**config.mk**
```make
export PLATFORM = sky130hd
export DESIGN_NAME = serial_adder
export DESIGN_NICKNAME = d
export VERILOG_FILES = /design/src/rtl/adder_pkg.sv /design/src/rtl/adder_digit.sv /design/src/rtl/full_adder.sv /design/src/rtl/serial_adder.sv
export SDC_FILE = /design/constraint.sdc
export NUM_CORES = 1
export LEC_CHECK = 0
export BUFFER_PORTS_ARGS = -buffer_cell sky130_fd_sc_hd__buf_2
export CAP_MARGIN = 20
export CORE_UTILIZATION = 55
export CTS_CLUSTER_DIAMETER = 60
export CTS_CLUSTER_SIZE = 30
export DETAILED_ROUTE_END_ITERATION = 10
export GPL_TIMING_DRIVEN = 0
export PLACE_DENSITY = 0.87
export SETUP_SLACK_MARGIN = 0.05
export SYNTH_ARGS = -nofsm -noshare
export SYNTH_HDL_FRONTEND = slang
export SYNTH_HIERARCHICAL = 1
export SYNTH_SLANG_ARGS = --single-unit
```
**constraint.sdc**
```tcl
create_clock -name clk -period 3.67 [get_ports clk]
set_clock_uncertainty 0.1 [all_clocks]
set_input_delay 0.5505 -clock clk [delete_from_list [all_inputs] [get_ports clk]]
set_output_delay 0.5505 -clock clk [all_outputs]
set_load 0.005 [all_outputs]
```
**src/rtl/adder_pkg.sv**
```systemverilog
// adder_pkg: types and helpers shared by the serial adder and its digit slice.
//   adder_state_t : controller states (IDLE, RUN, DONE)
//   ovf_calc      : signed overflow from the carries around the MSB cell
package adder_pkg;

    typedef enum logic [1:0] {
        IDLE = 2'd0,
        RUN  = 2'd1,
        DONE = 2'd2
    } adder_state_t;

    // Two's-complement overflow occurs when the carry into the sign bit
    // differs from the carry out of it.
    function automatic logic ovf_calc(input logic c_msb_in, input logic c_msb_out);
        return c_msb_in ^ c_msb_out;
    endfunction

endpackage

```
**src/rtl/adder_digit.sv**
```systemverilog
// adder_digit: combinational DIGIT-bit ripple chain of full_adder cells.
//   a, b     : DIGIT-bit operand digits
//   cin      : carry into bit 0
//   sum      : DIGIT-bit result digit
//   cout     : carry out of the top cell
//   c_msb_in : carry into the top cell (needed for signed overflow)
module adder_digit #(
    parameter int DIGIT = 1
) (
    input  logic [DIGIT-1:0] a,
    input  logic [DIGIT-1:0] b,
    input  logic             cin,
    output logic [DIGIT-1:0] sum,
    output logic             cout,
    output logic             c_msb_in
);

    logic [DIGIT:0] w_c;

    assign w_c[0] = cin;

    for (genvar i = 0; i < DIGIT; i++) begin : g_cell
        full_adder u_fa (
            .a    (a[i]),
            .b    (b[i]),
            .cin  (w_c[i]),
            .sum  (sum[i]),
            .cout (w_c[i+1])
        );
    end

    assign cout     = w_c[DIGIT];
    assign c_msb_in = w_c[DIGIT-1];

endmodule

```
**src/rtl/full_adder.sv**
```systemverilog
// full_adder: single-bit full adder cell.
//   a, b, cin -> sum, cout
module full_adder (
    input  logic a,
    input  logic b,
    input  logic cin,
    output logic sum,
    output logic cout
);

    assign sum  = a ^ b ^ cin;
    assign cout = (a & b) | (cin & (a ^ b));

endmodule

```
**src/rtl/serial_adder.sv**
```systemverilog
// serial_adder: multi-cycle adder/subtractor, DIGIT bits per clock.
//   clk, rst_n          : clock, synchronous active-low reset
//   in_valid/in_ready   : operand handshake (a, b, cin, sub)
//   out_valid/out_ready : result handshake (sum, carry, ovf, zr, ng)
//   sub=0 -> a+b+cin ; sub=1 -> a-b-cin (carry=1 means no borrow)
//
//   state | meaning
//   IDLE  | waiting for operands, in_ready=1
//   RUN   | one digit per clock through the adder chain
//   DONE  | result and flags held, out_valid=1 until out_ready
module serial_adder
    import adder_pkg::*;
#(
    parameter int WIDTH = 16,
    parameter int DIGIT = 1
) (
    input  logic             clk,
    input  logic             rst_n,
    input  logic             in_valid,
    output logic             in_ready,
    input  logic [WIDTH-1:0] a,
    input  logic [WIDTH-1:0] b,
    input  logic             cin,
    input  logic             sub,
    output logic             out_valid,
    input  logic             out_ready,
    output logic [WIDTH-1:0] sum,
    output logic             carry,
    output logic             ovf,
    output logic             zr,
    output logic             ng
);

    localparam int CYCLES = WIDTH / DIGIT;
    localparam int CW     = (CYCLES > 1) ? $clog2(CYCLES) : 1;

    if (WIDTH % DIGIT != 0) begin : g_bad_digit
        $error("serial_adder: WIDTH must be a multiple of DIGIT");
    end

    adder_state_t     r_state;
    adder_state_t     w_next_state;
    logic [CW-1:0]    r_count;
    logic [WIDTH-1:0] r_a;
    logic [WIDTH-1:0] r_b;
    logic             r_carry;
    logic [WIDTH-1:0] r_sum;
    logic             r_cout;
    logic             r_ovf;
    logic             r_zr;
    logic             r_ng;

    logic             w_in_ready;
    logic             w_out_valid;
    logic             w_accept;
    logic             w_last;
    logic [DIGIT-1:0] w_a_dig;
    logic [DIGIT-1:0] w_b_dig;
    logic [DIGIT-1:0] w_sum_dig;
    logic             w_cout;
    logic             w_c_msb_in;
    logic [WIDTH-1:0] w_sum_next;

    assign w_accept = in_valid && w_in_ready;
    assign w_last   = (r_count == CW'(CYCLES - 1));

    // Digit select with constant part-selects, one per possible count value.
    always_comb begin
        w_a_dig = '0;
        w_b_dig = '0;
        for (int i = 0; i < CYCLES; i++) begin
            if (r_count == CW'(i)) begin
                w_a_dig = r_a[i*DIGIT +: DIGIT];
                w_b_dig = r_b[i*DIGIT +: DIGIT];
            end
        end
    end

    adder_digit #(
        .DIGIT (DIGIT)
    ) u_digit (
        .a        (w_a_dig),
        .b        (w_b_dig),
        .cin      (r_carry),
        .sum      (w_sum_dig),
        .cout     (w_cout),
        .c_msb_in (w_c_msb_in)
    );

    // Kept separate from the select block so the chain is not a false loop.
    always_comb begin
        w_sum_next = r_sum;
        for (int i = 0; i < CYCLES; i++) begin
            if (r_count == CW'(i)) begin
                w_sum_next[i*DIGIT +: DIGIT] = w_sum_dig;
            end
        end
    end

    always_ff @(posedge clk) begin
        if (!rst_n) begin
            r_state <= IDLE;
        end else begin
            r_state <= w_next_state;
        end
    end

    always_comb begin
        w_next_state = r_state;
        w_in_ready   = 1'b0;
        w_out_valid  = 1'b0;
        case (r_state)
            IDLE: begin
                w_in_ready = 1'b1;
                if (in_valid) w_next_state = RUN;
            end
            RUN: begin
                if (w_last) w_next_state = DONE;
            end
            DONE: begin
                w_out_valid = 1'b1;
                if (out_ready) w_next_state = IDLE;
            end
            default: w_next_state = IDLE;
        endcase
    end

    always_ff @(posedge clk) begin
        if (!rst_n) begin
            r_count <= '0;
            r_a     <= '0;
            r_b     <= '0;
            r_carry <= 1'b0;
            r_sum   <= '0;
            r_cout  <= 1'b0;
            r_ovf   <= 1'b0;
            r_zr    <= 1'b0;
            r_ng    <= 1'b0;
        end else if (w_accept) begin
            // Subtraction is a + ~b + 1; a borrow-in removes the +1.
            r_a     <= a;
            r_b     <= sub ? ~b : b;
            r_carry <= cin ^ sub;
            r_count <= '0;
            r_sum   <= '0;
        end else if (r_state == RUN) begin
            r_sum   <= w_sum_next;
            r_carry <= w_cout;
            r_count <= r_count + 1'b1;
            if (w_last) begin
                r_cout <= w_cout;
                r_ovf  <= ovf_calc(w_c_msb_in, w_cout);
                r_zr   <= (w_sum_next == '0);
                r_ng   <= w_sum_next[WIDTH-1];
            end
        end
    end

    assign in_ready  = w_in_ready;
    assign out_valid = w_out_valid;
    assign sum       = r_sum;
    assign carry     = r_cout;
    assign ovf       = r_ovf;
    assign zr        = r_zr;
    assign ng        = r_ng;

endmodule

```
# ---- Word-level counts from Yosys, hierarchy flattened
# Index checks and enable logic that the tools add are counted.
dict set report word_totals {
  ff_bits 59
  out_inout_bits 22
  word_cells 106
  input_bits 38
}
dict set report classes {
  n_eq_ne 20
  bitwise_logic 10
  muxes 57
  n_addsub 1
  n_reduce_logical 8
}
# op n
set ops {}
lappend ops {{1-bit two-way mux} 52}
lappend ops {{4-bit == test, second input constant} 8}
lappend ops {{4-bit by 3-bit == test with 1-bit output, second input constant} 4}
lappend ops {{16-bit logical NOT} 1}
lappend ops {{16-bit two-way mux} 1}
lappend ops {{16-bit NOT} 1}
lappend ops {{4-bit by 2-bit == test with 1-bit output, second input constant} 2}
lappend ops {{2-bit two-way mux} 3}
lappend ops {{2-bit != test, second input constant} 3}
lappend ops {{2-bit one-hot mux with 3 select lines} 1}
lappend ops {{3-bit AND reduction} 2}
lappend ops {{4-bit by 1-bit adder with 4-bit output, second input constant} 1}
lappend ops {{4-bit by 1-bit == test with 1-bit output, second input constant} 1}
lappend ops {{4-bit logical NOT} 1}
lappend ops {{1-bit XOR} 4}
lappend ops {{1-bit AND} 2}
lappend ops {{2-bit by 1-bit == test with 1-bit output, second input constant} 1}
lappend ops {{2-bit == test, second input constant} 1}
lappend ops {{2-bit logical NOT} 1}
lappend ops {{1-bit NOT} 2}
lappend ops {{2-bit nonzero test} 1}
lappend ops {{2-bit OR reduction} 1}
lappend ops {{1-bit logical AND} 1}
lappend ops {{1-bit OR} 1}

# ---- Depth between registers and ports, before layout
dict set report depth {
  depth_word 22
  ltp_mapped 16
}

# ---- Modules after synthesis
# Netlist, hierarchy kept.
# mod seq_area_each_um2 area_each_um2 cells_each instances
set modules_own_cells {}
lappend modules_own_cells {serial_adder 1181.1 3045.4 388 1}
lappend modules_own_cells {full_adder 0.0 20.0 1 1}
lappend modules_own_cells {adder_digit 0.0 7.5 1 1}

# ---- Least setup slack after synthesis
# OpenSTA, ideal clock, no wires.
dict set report synth_timing {
  path_type {register -> register}
  startpoint {register r_count[0]}
  endpoint {register r_zr (netlist: zr)}
  path_slack_ps 455
  n_path_buf 3
  required_time_ps 3503
  t_arrival_ps 3048
  stages_incl_launch_ff 17
  cell_sequence {dfxtp_1 > inv_1 > ha_1 > buf_2 > buf_2 > a21oi_1 > o21ai_0 > a31o_2 > a311oi_1 > nor2_1 > fa_1 > clkbuf_1 > nor2_1 > nand3_1 > a2111oi_4 > nand3_1 > o21ai_2}
}
dict set report synth_via {
  elab_chain_len 21
  word_cells_on_any_way 68
}
# item line
set synth_rtl {}
lappend synth_rtl {{start, declared} serial_adder.sv:43} ;# logic [CW-1:0] r_count;
lappend synth_rtl {{start signal, assigned} serial_adder.sv:149} ;# r_count <= r_count + 1'b1;
lappend synth_rtl {{4-bit logical NOT} serial_adder.sv:72} ;# if (r_count == CW'(i)) begin
lappend synth_rtl {{1-bit two-way mux (15 in a row)} serial_adder.sv:72}
lappend synth_rtl {{1-bit two-way mux *} serial_adder.sv:72}
lappend synth_rtl {{named net w_b_dig} serial_adder.sv:58} ;# logic [DIGIT-1:0] w_b_dig;
lappend synth_rtl {{1-bit XOR * (2 in a row)} full_adder.sv:11} ;# assign sum = a ^ b ^ cin;
lappend synth_rtl {{named net w_sum_dig} serial_adder.sv:59} ;# logic [DIGIT-1:0] w_sum_dig;
lappend synth_rtl {{1-bit two-way mux} serial_adder.sv:94} ;# if (r_count == CW'(i)) begin
lappend synth_rtl {{16-bit logical NOT *} serial_adder.sv:153} ;# r_zr <= (w_sum_next == '0);
lappend synth_rtl {{end signal, assigned} serial_adder.sv:153}
lappend synth_rtl {{end, declared} serial_adder.sv:50} ;# logic r_zr;
# The timed path passes the listed nets; every way through them passes the cells marked *.
# A chain may end at the register's enable or synchronous reset.

# ---- Worst setup path in the final report
# Same ends and word-level chain as after synthesis.

==> impl_metrics.yaml <==
status:
  run_status: "complete, no violations"
global_routing:
  grt_use_total_pct: 28.7
  grt_pass1_vias: 2957
  globalRouteOverflowTotal: 0
  grt_max_degree: 11
  grt_pass1_wl_um: 13300
  antenna_found_initial: 0
routing:
  antenna_left: 0
  drtPass1Iterations: 5
  vias: 3077
  routed_wl_um: 8020
  via_per_inst: 5.75
  drt_iter0_markers: 244
  route.detailed.drc: 0
  routedWlPerCell_um: 15.0
cells_and_area:
  finalNetCount: 503
  antenna_cells: 0
  multi_input_area_um2: 1730
  synthToLayoutAreaGrowth_pct: 19.7
  seqCellArea_um2: 1190
  nFillCells: 447
  final_layout_size_suffix_gt1_share_pct: 22.2
floorplanning:
  io-pin-count: 60
  rows: 26
  fp.dieW_um: 76.7
  dieArea_um2: 5890
  core_area_um2: 5240
  die_h_um: 76.7
  start_util_pct: 58.7
setup_path:
  crit_type: "reg -> reg"
  rr_startpoint: "r_count[0]"
  cp-start-kind: "flop"
  path_max_fanout: 10
  startpoint: "r_count[0]"
  worstPathRequired_ps: 3850
  crit_path_end_kind: "flop"
  worstPathArrival_ps: 3620
clocking:
  htreeDepth: 3
  cts_buffer_depth: 2
  cts_root_buf: "clkbuf_8"
  clk_pin_slew_worst_paths_ps: 70
  insertion_delay_ps: 340
  clkSinkCount: 59
  numCtsBuffers: 9
  holdBufCountCts: 0
  cts_tree: "yes"
logic_synthesis:
  yosys.area_share.xor_xnor_pct: 5.99
  yosysWarnings: 6
  synth_flop_cell: "dfxtp_1"
  ys_types: 52
  synth_area_leaders: "dfxtp_1, nand2_1, a21oi_1, xnor2_1, nor2_1"
  synth_seq_cells: 59
  syn-cell-area_um2: 3070
  synthesis.nets: 433
  synth-edff-count: 0
  async_reset_ff_share_pct: 0
  syn_inst: 390
  synth_top_family_by_area: "simple AND/OR/NAND/NOR gates"
  synth-compound-area-share_pct: 21.8
  synthSimpleGateAreaFrac_pct: 22.8
  yosysTopAreaCell: "dfxtp_1"
  synth_top_area_share_pct: 38.4
  avgSynthCellArea_um2: 7.88
  synthMuxAreaShare_pct: 2.65
  synth-seq-area-share_pct: 38.4
  synth_fa_ha_area_share_pct: 2.28
placed_design:
  dpl.hpwl_um: 5670
  io_buffers: 58
  place.gp.congestion: 0.899
sta:
  hold_viol: 0
  fin_crit_sh_pct: 93.6
  rsz0062_at_grt: "no"
  tns_ps: 0
  fmax_mhz: 291
  slew_headroom_pct: 43.1
  period_needed_ps: 3440
  hold_ws_ps: 343
  finalSetupViolations: 0
  tightest_slew_ps: 846
  final_max_slew_viol_count: 0
min_path:
  hp-start: "a[14]"
  min_path_type: "in -> reg"
pwr:
  power_density_nw_per_um2: 395
  leakagePower_nw: 1.52
  p_total_mw: 1.45
  max-vdd-ir-drop_mv: 0.259
flow_run:
  drv_cap: 0
==> sequential cells by signal, indices dropped and copies added (netlist names) <==
| signal | flops |
|---|---|
| r_a | 16 |
| carry | 1 |
| r_b | 16 |
| zr | 1 |
| ng | 1 |
| sum | 16 |
| r_carry | 1 |
| r_state | 2 |
| r_count | 4 |
| ovf | 1 |
==> cells by family (layout without fill, tap and decap cells) <==
| logic type | after synthesis | after routing |
|---|---|---|
| AO/OA/AOI/OAI | 98 | 98 |
| XOR/XNOR | 21 | 21 |
| adder cells (fa/ha/maj) | 5 | 5 |
| buffers and inverters | 41 | 116 |
| flip-flops | 59 | 59 |
| multiplexers | 8 | 8 |
| AND/OR/NAND/NOR | 158 | 158 |
==> layout make-up <==
type	count	share of cell area (%)
Clock buffer	14	4.42
Inverter	10	1.02
Clock inverter	2	0.272
Tap cell	70	2.38
Buffer	30	4.25
Multi-Input combinational cell	290	47.1
Sequential cell	59	32.2
Timing Repair Buffer	60	8.30
==> worst paths after layout <==
kind | end | slack (ps) | depth (start not counted)
max | zr | 230 | 15
min | r_a[14] | 340 | 3
max reg2reg | zr | 230 | 15
min reg2reg | ng | 360 | 2
==> timing repair <==
action	in CTS	in global routing
gates resized for setup	2	19
endpoints found under the setup margin	11	11
pin swaps	0	1
setup buffers	0	2
gates cloned	0	0
==> layer usage <==
layer  up-vias  global-route usage (%)  routed length (µm)
met5         -                       0                   0
met4         0                    15.6                 216
met3        27                    7.02                 666
met2       144                    47.1                3760
met1      1421                    34.2                3380
li1       1485                       -                   -
==> worst max-delay path, cell delays in order (launching register included) <==
cell	delay [ps]
dfxtp_4	370
inv_1	60
ha_1	190
clkbuf_4	190
clkbuf_4	210
a21oi_1	140
o21ai_0	110
a31o_2	250
a311oi_2	240
nor2_1	100
fa_2	530
nor2_1	140
nand3_1	130
a2111oi_4	330
nand3_1	150
o21ai_2	140
==> Yosys cell counts (all sizes together), types with 9 or more instances <==
| master | n |
|---|---|
| nand2 | 87 |
| dfxtp | 59 |
| a21oi | 41 |
| nor2 | 27 |
| xnor2 | 20 |
| buf | 16 |
| clkbuf | 15 |
| nand3 | 13 |
| o21ai | 10 |
| a211oi | 9 |
| inv | 9 |
| o211a | 9 |
==> stage by stage <==
step                setup slack, ps  instance area, µm²  util, %  instances
detailed placement            -46.7                3450     65.9        518
floorplan                       455                3070        -        390
finish                          234                3680     70.2        535
CTS                             100                3620     69.2        533
global route                   33.1                3680     70.2        535
global placement               20.6                3450     65.9        518
==> report_power, final <==
group | internal [mW] | total, mW | switching (mW)
clock network | 0.280 | 0.531 | 0.251
registers | 0.670 | 0.691 | 0.0211
logic | 0.102 | 0.231 | 0.129
==> placed cells by master, fill, tap and decap left out, types with 8 or more instances in the layout <==
master    count
nand2_1      87
buf_2        65
dfxtp_1      57
a21oi_1      41
nor2_1       27
xnor2_1      20
nand3_1      13
clkbuf_1     12
clkbuf_8     11
o21ai_0       9
o211a_1       9
inv_1         8
a211oi_1      8
(Power assumes the default switching activity.)
